## src/rtl/shreg_univ_pkg.sv

```systemverilog
// rtl/shreg_univ_pkg.sv - mode codes shared by the shift register and the FSMs that drive it
package shreg_univ_pkg;

    localparam int SHREG_MODE_W = 3;

    typedef enum logic [SHREG_MODE_W-1:0] {
        SHREG_HOLD = 3'd0,
        SHREG_SHL  = 3'd1,
        SHREG_SHR  = 3'd2,
        SHREG_ROTL = 3'd3,
        SHREG_ROTR = 3'd4,
        SHREG_LOAD = 3'd5
    } shreg_mode_e;

    function automatic logic shreg_is_shift(input logic [SHREG_MODE_W-1:0] m);
        return (m == SHREG_SHL) || (m == SHREG_SHR) ||
               (m == SHREG_ROTL) || (m == SHREG_ROTR);
    endfunction

endpackage

```

## src/rtl/shreg_cnt.sv

```systemverilog
// rtl/shreg_cnt.sv - saturating shift counter with registered done flag
module shreg_cnt #(
    parameter int MAX = 8,
    parameter int CW  = $clog2(MAX + 1)
) (
    input  logic clk,
    input  logic rst,
    input  logic clr,
    input  logic inc,
    output logic done
);

    logic [CW-1:0] cnt;
    logic [CW-1:0] cnt_nxt;

    always_comb begin
        cnt_nxt = cnt;
        if (clr)
            cnt_nxt = '0;
        else if (inc && (cnt != CW'(MAX)))
            cnt_nxt = cnt + 1'b1;
    end

    // done tracks the next count so it rises on the same edge as the final shift
    always_ff @(posedge clk or negedge rst) begin
        if (!rst) begin
            cnt  <= '0;
            done <= 1'b0;
        end else begin
            cnt  <= cnt_nxt;
            done <= (cnt_nxt == CW'(MAX));
        end
    end

endmodule

```

## src/rtl/shreg_univ.sv

```systemverilog
// rtl/shreg_univ.sv - universal shift register: hold/shift/rotate/load, sync clear/preset, shift count
module shreg_univ
    import shreg_univ_pkg::*;
#(
    parameter int               WIDTH      = 8,
    parameter logic [WIDTH-1:0] RESET_VAL  = '0,
    parameter logic [WIDTH-1:0] PRESET_VAL = '1
) (
    input  logic                    clk,
    input  logic                    rst,
    input  logic                    clr,
    input  logic                    pst,
    input  logic [SHREG_MODE_W-1:0] mode,
    input  logic                    sil,
    input  logic                    sir,
    input  logic [WIDTH-1:0]        d,
    output logic [WIDTH-1:0]        q,
    output logic                    so_msb,
    output logic                    so_lsb,
    output logic                    done
);

    logic [WIDTH-1:0] q_nxt;
    logic             cnt_clr;
    logic             cnt_inc;

    // shift-operator forms stay legal for WIDTH==1, where rotates collapse to hold
    always_comb begin
        q_nxt = q;
        if (clr)
            q_nxt = '0;
        else if (pst)
            q_nxt = PRESET_VAL;
        else begin
            case (shreg_mode_e'(mode))
                SHREG_SHL:  q_nxt = (q << 1) | WIDTH'(sil);
                SHREG_SHR:  q_nxt = (q >> 1) | (WIDTH'(sir) << (WIDTH - 1));
                SHREG_ROTL: q_nxt = (q << 1) | WIDTH'(q[WIDTH-1]);
                SHREG_ROTR: q_nxt = (q >> 1) | (WIDTH'(q[0]) << (WIDTH - 1));
                SHREG_LOAD: q_nxt = d;
                default:    q_nxt = q;
            endcase
        end
    end

    always_ff @(posedge clk or negedge rst) begin
        if (!rst)
            q <= RESET_VAL;
        else
            q <= q_nxt;
    end

    assign cnt_clr = clr || pst || (mode == SHREG_LOAD);
    assign cnt_inc = shreg_is_shift(mode);

    shreg_cnt #(.MAX(WIDTH)) u_cnt (
        .clk  (clk),
        .rst  (rst),
        .clr  (cnt_clr),
        .inc  (cnt_inc),
        .done (done)
    );

    assign so_msb = q[WIDTH-1];
    assign so_lsb = q[0];

endmodule

```

## config.mk

```make
export PLATFORM = sky130hd
export DESIGN_NAME = shreg_univ
export DESIGN_NICKNAME = d
export VERILOG_FILES = /design/src/rtl/shreg_univ_pkg.sv /design/src/rtl/shreg_cnt.sv /design/src/rtl/shreg_univ.sv
export SDC_FILE = /design/constraint.sdc
export NUM_CORES = 1
export LEC_CHECK = 0
export CORE_ASPECT_RATIO = 1.4
export CORE_MARGIN = 10
export CORE_UTILIZATION = 50
export CTS_CLUSTER_SIZE = 14
export DETAILED_ROUTE_END_ITERATION = 7
export PLACE_DENSITY_LB_ADDON = 0.12
export SLEW_MARGIN = 20
export SYNTH_ARGS = -nofsm -noshare
export SYNTH_HDL_FRONTEND = slang
export SYNTH_SLANG_ARGS = --single-unit
```

## constraint.sdc

```tcl
create_clock -name clk -period 2.9 [get_ports clk]
set_input_delay 0.58 -clock clk [delete_from_list [all_inputs] [get_ports clk]]
set_output_delay 0.58 -clock clk [all_outputs]
set_load 0.1 [all_outputs]
```

# Word-level counts from Yosys, hierarchy flattened

Cells that the tools add are included.
Widths: inputs -> output; s select.

Multiplexer cells: 5
Equality and inequality tests: 7
$add $sub $neg: 1
Reduce and logical (&&, ||, !) cells: 7
Bitwise logic cells: 4

Operator list:

| operator            | number |
|---|---|
| $pmux 8 s5          | 1 |
| $mux 8              | 2 |
| $or 7x8->8          | 2 |
| $or 8x1->8          | 2 |
| $mux 4              | 2 |
| $reduce_bool 7->1   | 1 |
| $eq 3x2->1 const B  | 2 |
| $eq 3x3->1 const B  | 2 |
| $logic_or 1x1->1    | 5 |
| $add 4x1->4 const B | 1 |
| $eq 4x4->1 const B  | 1 |
| $ne 4x4->1 const B  | 1 |
| $eq 3x1->1 const B  | 1 |
| $logic_and 1x1->1   | 1 |

Register bits after elaboration: 13
Logic and storage cells: 27
Output and inout bits: 11
Input port bits: 17

# Logic depth before layout (Yosys ltp)

Depth after elaboration: 8
Mapped depth: 6

# Modules after synthesis

From an unflattened synthesis, not the netlist that was laid out.

Cell total of the unflattened synthesis: 105
Area, all modules: 973.4 um^2

By module, submodules not included:

| module     | area each (um^2) | instances | seq. area each (um^2) | cells an instance |
|---|---|---|---|---|
| shreg_univ | 680.7            | 1         | 200.2                 | 75 |
| shreg_cnt  | 292.8            | 1         | 125.1                 | 30 |

# Worst setup path before layout

No wires, ideal clock.

Path type: input port to flip-flop
From: input mode[0]
To: register q[7]
Path slack: 0.907 ns
Data arrival time: 1.870 ns
Cell stages on the path: 6
Path buffers: 2
Cell sequence: buf_2 > or3_4 > buf_6 > a211oi_4 > nor2_2 > a22o_1

Word-level cells in the longest chain between the ends: 4

RTL lines:

| element                                  | RTL line         | RTL |
|---|---|---|
| from (decl)                              | shreg_univ.sv:13 | `input logic [SHREG_MODE_W-1:0] mode,` |
| $eq 3x3->1, or another cell as far along | shreg_univ.sv:35 | `case (shreg_mode_e'(mode))` |
| $pmux 8 s5                               | shreg_univ.sv:35 |  |
| $mux 8                                   | shreg_univ.sv:32 | `else if (pst)` |
| $mux 8                                   | shreg_univ.sv:30 | `if (clr)` |
| to (signal assigned)                     | shreg_univ.sv:50 | `q <= q_nxt;` |
| to (decl)                                | shreg_univ.sv:17 | `output logic [WIDTH-1:0] q,` |

Several ways; a longest one is shown, not always the timed one.
A chain may end at the register's enable or synchronous reset.

# Worst setup path in the final report

From: input mode[1]
To: register q[7]

The elaborated chain is that of the path after synthesis.

==> report_table.html <==
<table>
<tr><th>Metric</th><th>Value</th></tr>
<tr><th colspan="2">Pwr</th></tr>
<tr><td>Peak VDD IR</td><td>between 300 and 400 uV</td></tr>
<tr><td>Leakage power summed over all cells</td><td>between 0.0005 and 0.0006 uW</td></tr>
<tr><td>Overall Power</td><td>approximately 550 uW</td></tr>
<tr><td>Power density cells</td><td>about 460 nW/um^2</td></tr>
<tr><th colspan="2">Outcome</th></tr>
<tr><td>Result of the run</td><td>complete, no violations</td></tr>
<tr><th colspan="2">Drt</th></tr>
<tr><td>Wire length on met1</td><td>1086 um</td></tr>
<tr><td>Vias</td><td>between 800 and 900</td></tr>
<tr><td>Drt first pass iters</td><td>4</td></tr>
<tr><td>Number of design rule violations left after detail routing</td><td>0</td></tr>
<tr><td>Uppermost metal layer occupied by signal nets</td><td>met4</td></tr>
<tr><td>Wire per inst</td><td>18.54 um</td></tr>
<tr><td>Met3 Routed Length</td><td>87 um</td></tr>
<tr><td>Routed length on met2</td><td>1327 um</td></tr>
<tr><td>Via density</td><td>6.257</td></tr>
<tr><td>Drt first-iter violations</td><td>19</td></tr>
<tr><td>Final ANT Viol Nets</td><td>0</td></tr>
<tr><td>Post-detailed-routing wire length</td><td>2521 um</td></tr>
<tr><th colspan="2">CTS</th></tr>
<tr><td>Number of buffers inserted during clock tree synthesis</td><td>3</td></tr>
<tr><td>Deepest clock path buffer count</td><td>2</td></tr>
<tr><td>Number of buffers added for setup after CTS</td><td>0</td></tr>
<tr><td>CTS root buf</td><td>sky130_fd_sc_hd__clkbuf_4</td></tr>
<tr><td>Maximum level of the CTS H-tree</td><td>1</td></tr>
<tr><td>TritonCTS clock tree</td><td>yes</td></tr>
<tr><td>Gates resized, CTS repair</td><td>0</td></tr>
<tr><td>Clock Latency Late Sink</td><td>270 ps</td></tr>
<tr><td>Sinks on Clock Net</td><td>13</td></tr>
<tr><td>Count of hold buffers inserted by post-cts repair</td><td>0</td></tr>
<tr><td>Clock-pin slew reported for the worst setup and hold paths after clock tree synthesis</td><td>roughly 80 ps</td></tr>
<tr><th colspan="2">Setup path</th></tr>
<tr><td>Endpoint required time on the critical path</td><td>3070 ps</td></tr>
<tr><td>Endpoint class of the critical path</td><td>flop</td></tr>
<tr><td>Cell at the slowest stage of the critical path</td><td>sky130_fd_sc_hd__clkdlybuf4s50_1</td></tr>
<tr><td>Kind of critical path</td><td>in -&gt; reg</td></tr>
<tr><td>Critical Path Start Type</td><td>primary input</td></tr>
<tr><td>Maximum fanout along the worst path</td><td>12</td></tr>
<tr><td>Slowest stage delay, CP</td><td>between 600 and 700 ps</td></tr>
<tr><td>Signal arrival time at the worst endpoint</td><td>2480 ps</td></tr>
<tr><td>Launching point of the worst reg2reg path</td><td>u_cnt.cnt[0]</td></tr>
<tr><td>Chain of cells forming the critical path</td><td>clkdlybuf4s50_1 -&gt; nor3b_4 -&gt; nor2_1 -&gt; a211o_1 -&gt; a22o_1</td></tr>
<tr><td>Start point of the critical path</td><td>mode[1]</td></tr>
<tr><th colspan="2">Global route</th></tr>
<tr><td>Maximum number of pins on one net before global-route repair</td><td>14</td></tr>
<tr><td>Initial antenna violation count</td><td>0</td></tr>
<tr><td>GR Overflow Total</td><td>0</td></tr>
<tr><td>Overall routing resource usage</td><td>12.53%</td></tr>
<tr><td>Vias in the first global route</td><td>920</td></tr>
<tr><td>First-pass GRT wire length</td><td>4298 um</td></tr>
<tr><th colspan="2">Final layout</th></tr>
<tr><td>Most common cell after layout, fill and taps aside</td><td>sky130_fd_sc_hd__clkdlybuf4s50_1</td></tr>
<tr><td>Number of nets at the end of the flow</td><td>136</td></tr>
<tr><td>Signed area change from the synthesized netlist to the final layout</td><td>26.34%</td></tr>
<tr><td>Proportion of layout cells with a drive suffix above 1</td><td>18.10%</td></tr>
<tr><td>Diode insertion count for antenna repair</td><td>0</td></tr>
<tr><td>Total of fill cells in the finished design</td><td>between 150 and 200</td></tr>
<tr><td>Most used cells in the layout excluding fill and tap cells</td><td>sky130_fd_sc_hd__clkdlybuf4s50_1, sky130_fd_sc_hd__buf_4, sky130_fd_sc_hd__dfrtp_1</td></tr>
<tr><th colspan="2">Synth</th></tr>
<tr><td>Avg Inst Size Synth</td><td>around 11 um^2</td></tr>
<tr><td>Register bit total from synthesis</td><td>13</td></tr>
<tr><td>Count of different cell masters after synthesis</td><td>35</td></tr>
<tr><td>Most area-consuming cells after synthesis</td><td>sky130_fd_sc_hd__dfrtp_1, sky130_fd_sc_hd__mux2i_1, sky130_fd_sc_hd__a211o_1</td></tr>
<tr><td>Gate count of the mapped netlist</td><td>91</td></tr>
<tr><td>Post-synthesis sequential area ratio</td><td>about a third</td></tr>
<tr><td>Netlist area before placement</td><td>959.7 um^2</td></tr>
<tr><td>Dominant cell type by area after synthesis</td><td>sky130_fd_sc_hd__dfrtp_1</td></tr>
<tr><td>Number of enable-type register cells in the synthesized netlist</td><td>0</td></tr>
<tr><td>Area share of the leading cell type in the synthesized netlist</td><td>33.90%</td></tr>
<tr><td>Proportion of register bits with asynchronous set or reset after synthesis</td><td>between 90% and 100%</td></tr>
<tr><td>Number of warnings printed during yosys synthesis</td><td>0</td></tr>
<tr><td>Synthesized Nets</td><td>between 100 and 150</td></tr>
<tr><td>Primary flip-flop cell chosen by synthesis mapping</td><td>sky130_fd_sc_hd__dfrtp_1</td></tr>
<tr><th colspan="2">Timing</th></tr>
<tr><td>RSZ-0062 raised after global routing</td><td>false</td></tr>
<tr><td>Highest Clock Rate</td><td>0.4320 GHz</td></tr>
<tr><td>Final setup skew</td><td>2.721 ps</td></tr>
<tr><td>Post-route fraction of the period consumed by the critical path</td><td>79.81%</td></tr>
<tr><td>Number of pins exceeding their max-slew limit in the final report</td><td>0</td></tr>
<tr><td>Worst slew pin tran</td><td>586.2 ps</td></tr>
<tr><td>Number of failing setup endpoints in the final timing report</td><td>0</td></tr>
<tr><td>Final hold violation count</td><td>0</td></tr>
<tr><td>Worst-case headroom to the max-slew limit</td><td>60.51%</td></tr>
<tr><td>TNS Setup</td><td>0 ps</td></tr>
<tr><td>Shortest clock period the worst path allows after layout</td><td>~2300 ps</td></tr>
<tr><th colspan="2">Placed design</th></tr>
<tr><td>IO buf count</td><td>27</td></tr>
<tr><td>HPWL after DPL</td><td>1970 um</td></tr>
<tr><td>GPL Wtd Cong</td><td>~0.86</td></tr>
<tr><th colspan="2">Die</th></tr>
<tr><td>Overall die height</td><td>71.84 um</td></tr>
<tr><td>Starting density of the core</td><td>53.26%</td></tr>
<tr><td>Number of standard-cell rows in the floorplan</td><td>18</td></tr>
<tr><td>Number of I/O pins</td><td>28</td></tr>
<tr><td>CORE AREA</td><td>1802 um^2</td></tr>
<tr><td>Die Area</td><td>4096 um^2</td></tr>
<tr><td>Width of the die</td><td>roughly 57 um</td></tr>
<tr><th colspan="2">Hold path</th></tr>
<tr><td>Start point of the worst min-delay path</td><td>q[6]</td></tr>
<tr><td>Tightest Hold Check Type</td><td>reg -&gt; reg</td></tr>
<tr><th colspan="2">Flow run</th></tr>
<tr><td>Number of max-capacitance violations reported</td><td>0</td></tr>
</table>
==> through the flow <==
stage	hold slack, ps	cells	util [%]	setup slack (ps)	cell area (um^2)
floorplan	284.4	91	-	907.5	959.7
global route	646.1	136	67.29	343.2	1212
finish	607.8	136	67.29	585.4	1212
detailed placement	588.4	132	65.83	284.4	1186
CTS	609.6	136	67.29	562.2	1212
global placement	571.6	132	65.83	362.5	1186
==> report_power, final <==
part,leakage [uW],switching [uW],total [uW],internal (uW)
combinational,0.000365,157,228,71.4
sequential,0.000170,18.0,211,193
clock,0.0000150,60.6,114,53.2
==> sequential cells by signal (all words and copies together), names as in the netlist <==
signal      count
u_cnt.done      1
u_cnt.cnt       4
q               8
==> final cells by class <==
type / instances / area (um^2) / area share (%)
inverters: 3 / 11.26 / 0.9288
repair buffers: 29 / 257.7 / 21.26
well taps: 20 / 25.02 / 2.064
multi-input cells: 67 / 566.8 / 46.75
clock buffers: 4 / 26.28 / 2.167
flip-flops and latches: 13 / 325.3 / 26.83
==> Yosys cell counts, types with 2 or more instances <==
| library cell | number |
|---|---|
| sky130_fd_sc_hd__ha_1 | 2 |
| sky130_fd_sc_hd__buf_4 | 2 |
| sky130_fd_sc_hd__buf_6 | 2 |
| sky130_fd_sc_hd__buf_2 | 3 |
| sky130_fd_sc_hd__dfrtp_1 | 13 |
| sky130_fd_sc_hd__a31oi_1 | 2 |
| sky130_fd_sc_hd__o21a_1 | 3 |
| sky130_fd_sc_hd__a211oi_1 | 2 |
| sky130_fd_sc_hd__o21ai_0 | 2 |
| sky130_fd_sc_hd__o2bb2ai_1 | 7 |
| sky130_fd_sc_hd__inv_1 | 3 |
| sky130_fd_sc_hd__mux2i_1 | 9 |
| sky130_fd_sc_hd__nand2_1 | 2 |
| sky130_fd_sc_hd__a22o_1 | 8 |
| sky130_fd_sc_hd__a211o_1 | 9 |
| sky130_fd_sc_hd__nor2_1 | 3 |
==> cells by family (layout without fill, tap and decap cells) <==
logic type	after synthesis	count (layout)	synth area share (%)
DFF	13	13	33.90
muxes	9	9	9.388
and+or+nand+nor	18	18	13.56
buffers and inverters	11	36	7.039
adders and majority gates	2	2	2.607
AOI/OAI and AO/OA	38	38	33.51
==> metal layers <==
metal | vias to the layer above | track usage (%)
li1 | 411 | -
met1 | 418 | 14.07
met2 | 20 | 22.49
met3 | 2 | 2.293
met4 | 0 | 4.712
met5 | - | 0
==> final timing paths <==
check	end	cells past startpoint	slack [ps]
setup / recovery	q[7]	5	590
hold / removal	q[6]	1	610
setup reg to reg	u_cnt.done	6	1340
hold reg to reg	q[6]	1	610
max in group asynchronous	q[2]	1	1840
min in group asynchronous	q[7]	1	680
==> critical path: cells and delay by family <==
kind,cells,cell delay [ps]
AOI/OAI and AO/OA,2,540
buffers and inverters,1,690
and+or+nand+nor,2,660
Power figures use the tool's default switching activity.
